$ cat src/rtl/lvds_tx_framer.sv
// rtl/lvds_tx_framer.sv - LVDS byte framer: training, start marker, then 4-byte MSB-first frames
module lvds_tx_framer #(
   parameter logic [7:0]  TRAIN_BYTE  = 8'h35,
   parameter logic [7:0]  MARKER_BYTE = 8'h77,
   parameter logic [7:0]  IDLE_BYTE   = 8'h52,
   parameter int unsigned MIN_TRAIN   = 16
) (
   input  logic        tx_inclock,
   input  logic        pll_areset,
   input  logic        tx_locked,
   input  logic        tx_align_done,
   input  logic [31:0] enq_tx,
   input  logic        RDY_enq_tx,
   output logic        EN_enq_tx,
   output logic [7:0]  tx_in,
   output logic        link_up,
   output logic [15:0] frame_count,
   output logic [2:0]  tx_state
);

   typedef enum logic [2:0] {
      S_IDLE  = 3'd0,
      S_TRAIN = 3'd1,
      S_MARK  = 3'd2,
      S_B0    = 3'd3,
      S_B1    = 3'd4,
      S_B2    = 3'd5,
      S_B3    = 3'd6
   } state_t;

   state_t      state;
   logic [23:0] hold;
   logic [15:0] train_cnt;
   logic        align_meta;
   logic        align_sync;

   assign tx_state  = state;
   assign link_up   = (state >= S_MARK) && (state <= S_B3);
   assign EN_enq_tx = ((state == S_MARK) || ((state == S_B3) && align_sync))
                      && RDY_enq_tx && tx_locked;

   always_ff @(posedge tx_inclock or posedge pll_areset) begin
      if (pll_areset) begin
         state       <= S_IDLE;
         tx_in       <= 8'h00;
         hold        <= {3{IDLE_BYTE}};
         train_cnt   <= 16'd0;
         frame_count <= 16'd0;
         align_meta  <= 1'b0;
         align_sync  <= 1'b0;
      end else begin
         align_meta <= tx_align_done;
         align_sync <= align_meta;
         if (EN_enq_tx)
            frame_count <= frame_count + 16'd1;

         if (!tx_locked) begin
            // losing lock abandons any partial frame; its word is not resent
            state <= S_IDLE;
            tx_in <= 8'h00;
         end else begin
            case (state)
               S_IDLE: begin
                  state     <= S_TRAIN;
                  tx_in     <= TRAIN_BYTE;
                  train_cnt <= 16'd0;
               end
               S_TRAIN: begin
                  if (train_cnt != 16'hFFFF)
                     train_cnt <= train_cnt + 16'd1;
                  if ((train_cnt >= 16'(MIN_TRAIN - 1)) && align_sync) begin
                     state <= S_MARK;
                     tx_in <= MARKER_BYTE;
                  end else begin
                     tx_in <= TRAIN_BYTE;
                  end
               end
               S_B0: begin
                  state <= S_B1;
                  tx_in <= hold[23:16];
               end
               S_B1: begin
                  state <= S_B2;
                  tx_in <= hold[15:8];
               end
               S_B2: begin
                  state <= S_B3;
                  tx_in <= hold[7:0];
               end
               S_MARK, S_B3: begin
                  if ((state == S_B3) && !align_sync) begin
                     state     <= S_TRAIN;
                     tx_in     <= TRAIN_BYTE;
                     train_cnt <= 16'd0;
                  end else begin
                     // frame start: real word if dequeued, otherwise an idle frame
                     state <= S_B0;
                     if (EN_enq_tx) begin
                        tx_in <= enq_tx[31:24];
                        hold  <= enq_tx[23:0];
                     end else begin
                        tx_in <= IDLE_BYTE;
                        hold  <= {3{IDLE_BYTE}};
                     end
                  end
               end
               default: begin
                  state <= S_IDLE;
                  tx_in <= 8'h00;
               end
            endcase
         end
      end
   end

endmodule

$ cat config.mk
export PLATFORM = sky130hd
export DESIGN_NAME = lvds_tx_framer
export DESIGN_NICKNAME = d
export VERILOG_FILES = /design/src/rtl/lvds_tx_framer.sv
export SDC_FILE = /design/constraint.sdc
export NUM_CORES = 1
export LEC_CHECK = 0
export CORE_MARGIN = 4
export CORE_UTILIZATION = 30
export CTS_CLUSTER_SIZE = 28
export DETAILED_ROUTE_END_ITERATION = 10
export HOLD_SLACK_MARGIN = 0.08
export PLACE_DENSITY = 0.54
export SYNTH_ARGS = -nofsm -noshare
export SYNTH_HDL_FRONTEND = slang
export SYNTH_SLANG_ARGS = --single-unit
$ cat constraint.sdc
create_clock -name tx_inclock -period 3.09 [get_ports tx_inclock]
set_clock_uncertainty 0.1 [all_clocks]
set_input_delay 0.927 -clock tx_inclock [delete_from_list [all_inputs] [get_ports tx_inclock]]
set_output_delay 0.927 -clock tx_inclock [all_outputs]
set_load 0.005 [all_outputs]
# Word-level counts from Yosys, hierarchy flattened
# Cells that the tools add are included.
[totals]
reg_bits = 69
wordCells = 49
output_inout_bits = 29
[op_classes]
add_sub_neg = 2
eq_ne = 10
reduce_logical = 13
magnitude_cmp = 3
bitwise_logic = 1
n_mux = 13
[op_table]
columns = ["operator", "n"]
rows = [
  ["16-bit case mux with 3 select lines", 1],
  ["8-bit case mux with 6 select lines", 1],
  ["16-bit by 1-bit adder with 16-bit output (second input constant)", 2],
  ["16-bit two-way mux", 2],
  ["24-bit two-way mux", 1],
  ["8-bit two-way mux", 3],
  ["3-bit case mux with 6 select lines", 1],
  ["16-bit by 4-bit greater-or-equal comparator with 1-bit output (second input constant)", 1],
  ["16-bit != test (second input constant)", 1],
  ["3-bit == test (second input constant)", 3],
  ["7-bit two-way mux", 1],
  ["3-bit by 2-bit == test with 1-bit output (second input constant)", 2],
  ["1-bit logical AND", 6],
  ["3-bit two-way mux", 2],
  ["2-bit != test (second input constant)", 2],
  ["4-bit AND reduction", 1],
  ["3-bit by 1-bit == test with 1-bit output (second input constant)", 1],
  ["3-bit by 2-bit greater-or-equal comparator with 1-bit output (second input constant)", 1],
  ["3-bit less-or-equal comparator (second input constant)", 1],
  ["3-bit zero test", 1],
  ["3-bit != test (second input constant)", 1],
  ["3-bit AND reduction", 1],
  ["3-bit nonzero test", 1],
  ["2-bit two-way mux", 1],
  ["other kinds (4)", 4],
]

# Logic depth before layout (Yosys ltp)
[depth]
word_depth = 9
mapped_depth = 8
mapped_depth_nobuf = 6

# Least setup slack after synthesis
# OpenSTA, ideal clock, no wires.
[synth_path]
path_type = "input -> output"
from = "in RDY_enq_tx"
to = "out EN_enq_tx"
path_buffers = 2
stages = 5
slack_ps = 286
t_arrival_ps = 1777
required_ps = 2063
path_cell_list = "nand2_1 or3_1 buf_4 inv_2 buf_2"
[synth_via]
elab_chain_cells = 2
[synth_rtl]
columns = ["item", "line_no", "source"]
rows = [
  ["start: declaration", "13", "input logic RDY_enq_tx,"],
  ["1-bit logical AND (2 in a row)", "40", "&& RDY_enq_tx && tx_locked;"],
  ["end: declaration", "14", "output logic EN_enq_tx,"],
]
# No other way between the ends.

# Worst setup path in the final report
# Same ends and word-level chain as after synthesis.

==> flow_summary.json <==
{
  "final_cell_mix": "clkdlybuf4s50_1 (63), dfrtp_1 (60), nand2_1 (31), nor2_1 (28), xnor2_1 (22)",
  "ys_seq_area_share_pct": 52.79,
  "ys_warn_count": 0,
  "drt.antenna.violating_nets": 0,
  "initial_core_util_pct": 31.33,
  "cts_tree": "built",
  "ios": 66,
  "post_drt_via_cell_ratio": 4.938,
  "r2r_end": "frame_count[5]",
  "tightest_slew_ns": 0.5795,
  "finalSetupViolations": 0,
  "layout_min_cycle_time_ns": 3.058,
  "grt_pass1_vias": 2789,
  "routed_wirelength_um": 8086,
  "finalHoldViolations": 0,
  "rows": 37,
  "clk_pin_slew_ns": 0.09,
  "syn_inst": 310,
  "peakVddDrop_v": 0.0002344,
  "grt_pass1_wl_um": 13700,
  "reg2reg_from": "tx_state[0]",
  "layout_setup_ws_ns": 0.03199,
  "dominantRegCellSynth": "dfrtp_1",
  "finalCritPeriodShare_pct": 98.96,
  "slew_viol_final": 0,
  "crit_type": "input port to output pin",
  "worstHoldPathCells": 0,
  "outcome": "completed",
  "dr.pass1.iters": 5,
  "clock-sinks": 69,
  "htree_levels": 3,
  "relSlewSlack_pct": 61.27,
  "synthToLayoutAreaGrowth_pct": 33.52,
  "whs_ns": 0.2679,
  "endpoint_kind": "output pin",
  "dr_total_vias": 2642,
  "ys_ff_latch": 69,
  "die_h_um": 112.8,
  "post_drt_wl_per_cell_um": 15.11,
  "portBuffers": 65,
  "place_congestion": 0.7608,
  "nFillCells": 1042,
  "core_area_um2": 10510,
  "ys_async_sr_fraction_pct": 100.0,
  "drive_gt1_share_pct": 15.54,
  "worst_ep_arrival_time_ns": 2.03,
  "cts_buffer_depth": 2,
  "die_w_um": 112.8,
  "drv_cap": 0,
  "synth_edf_count": 0,
  "drc": 0,
  "rsz0062_at_grt": "no",
  "dp_slack_ns": -0.3861,
  "cts-root-buf": "clkbuf_8",
  "hold_class": "flop to flop",
  "hold_end": "align_sync",
  "cp_max_fo": 2,
  "diodes": 0,
  "fmax_mhz": 327.0,
  "hold_path_startpoint": "align_meta",
  "final_area_um2": 4395,
  "die_area_um2": 12710,
  "r2r_cells": 13,
  "dpl.hpwl_um": 5760,
  "syn_nets": 349,
  "final_common_cell": "clkdlybuf4s50_1",
  "drt_iter0_drc": 97,
  "grt_usage_pct": 13.13,
  "p_leak_nw": 1.866,
  "reg2reg_slack_ns": 0.62,
  "syn_avg_cell_area_um2": 10.62,
  "cts_made_buffers": 9,
  "grt_max_degree": 70,
  "power_density_nw_per_um2": 425.3,
  "dpl_cell_area_um2": 4169,
  "clock_latency_ns": 0.34,
  "critPathRequiredTime_ns": 2.06,
  "hold_buffers": 0,
  "critPathLaunch": "RDY_enq_tx",
  "p_total_mw": 1.869,
  "cp-start-kind": "input port",
  "antenna_found_initial": 0,
  "nNetsFinal": 433,
  "synth.distinct_cells": 49,
  "gr-total-overflow": 0,
  "synth_area_um2": 3292
}
==> layout make-up <==
class	count	area, um^2	share of cell area [%]
Multi-Input combinational cell	217	1453	33.05
Timing Repair Buffer	85	807.0	18.36
Tap cell	136	170.2	3.871
Inverter	12	45.04	1.025
Sequential cell	69	1738	39.54
Clock inverter	6	45.04	1.025
Clock buffer	10	137.6	3.131
==> logic make-up after synthesis <==
kind of cell               count (synthesis)  synth area share, %
muxes                                      3               0.9882
buffers and inverters                     24                3.231
DFF                                       69                52.79
and+or+nand+nor                          119                19.80
xor gates and xnor gates                  24                6.385
adders and majority gates                  2               0.7600
AOI/OAI and AO/OA                         69                16.04
==> sequential cells by signal (all words and copies together), names as in the netlist <==
signal and cells:
align_meta 1, align_sync 1, frame_count 16, hold 24, train_cnt 16, tx_in 8
tx_state 3
==> timing repair <==
| action | in CTS | in global routing |
|---|---|---|
| resized for setup | 6 | 0 |
| pin swaps | 2 | 0 |
| setup buffers | 8 | 0 |
| setup endpoints to repair | 1 | 4 |
==> report_power, final <==
| part | internal [mW] | switching [mW] |
|---|---|---|
| registers | 0.974 | 0.0378 |
| logic | 0.101 | 0.0729 |
| clock network | 0.319 | 0.365 |
==> per-stage QoR <==
stage | utilization (%) | TNS, ns | instances
after floorplan | - | 0 | 310
after global placement | 39.67 | -0.3736 | 513
after detailed placement | 39.67 | -0.3861 | 513
after CTS | 41.97 | 0 | 537
after global routing | 41.83 | 0 | 535
final | 41.83 | 0 | 535
==> critical path: stages <==
cell,delay [ns]
clkdlybuf4s50_1,0.47
nand2_1,0.08
or3_4,0.39
inv_2,0.07
buf_2,0.10
==> routing by layer <==
layer | routed length [um] | global-route usage [%]
met1 | 3804 | 17.17
met2 | 3878 | 21.52
met3 | 379 | 4.332
met4 | 23 | 2.404
met5 | 0 | 0
==> synthesized netlist by cell type (4+ instances only) <==
master    count  share of area (%)
o21ai_0       9                1.4
nand2_1      31                3.5
dfstp_2       9                7.2
nor2_1       28                3.2
clkbuf_1      5               0.57
nand4_1       6                1.1
dfrtp_1      60                 46
buf_2         4               0.61
inv_1        11                1.3
o22a_1        8                2.1
nand3_1      15                2.3
nor2b_1       5               0.95
and3_1        8                1.5
a21oi_1      12                1.8
a22o_1       17                4.5
a211oi_1      4               0.91
xnor2_1      22                5.9
==> worst max-delay path by stage <==
stage | to | slack, ns | cells after the start
finish | EN_enq_tx | 0.03 | 5
detailed placement | EN_enq_tx | -0.39 | 5
CTS | frame_count[5] | 0.04 | 16
floorplan | EN_enq_tx | 0.29 | 5
global route | EN_enq_tx | 0.009 | 5
global placement | EN_enq_tx | -0.37 | 5
(Power assumes the default switching activity.)
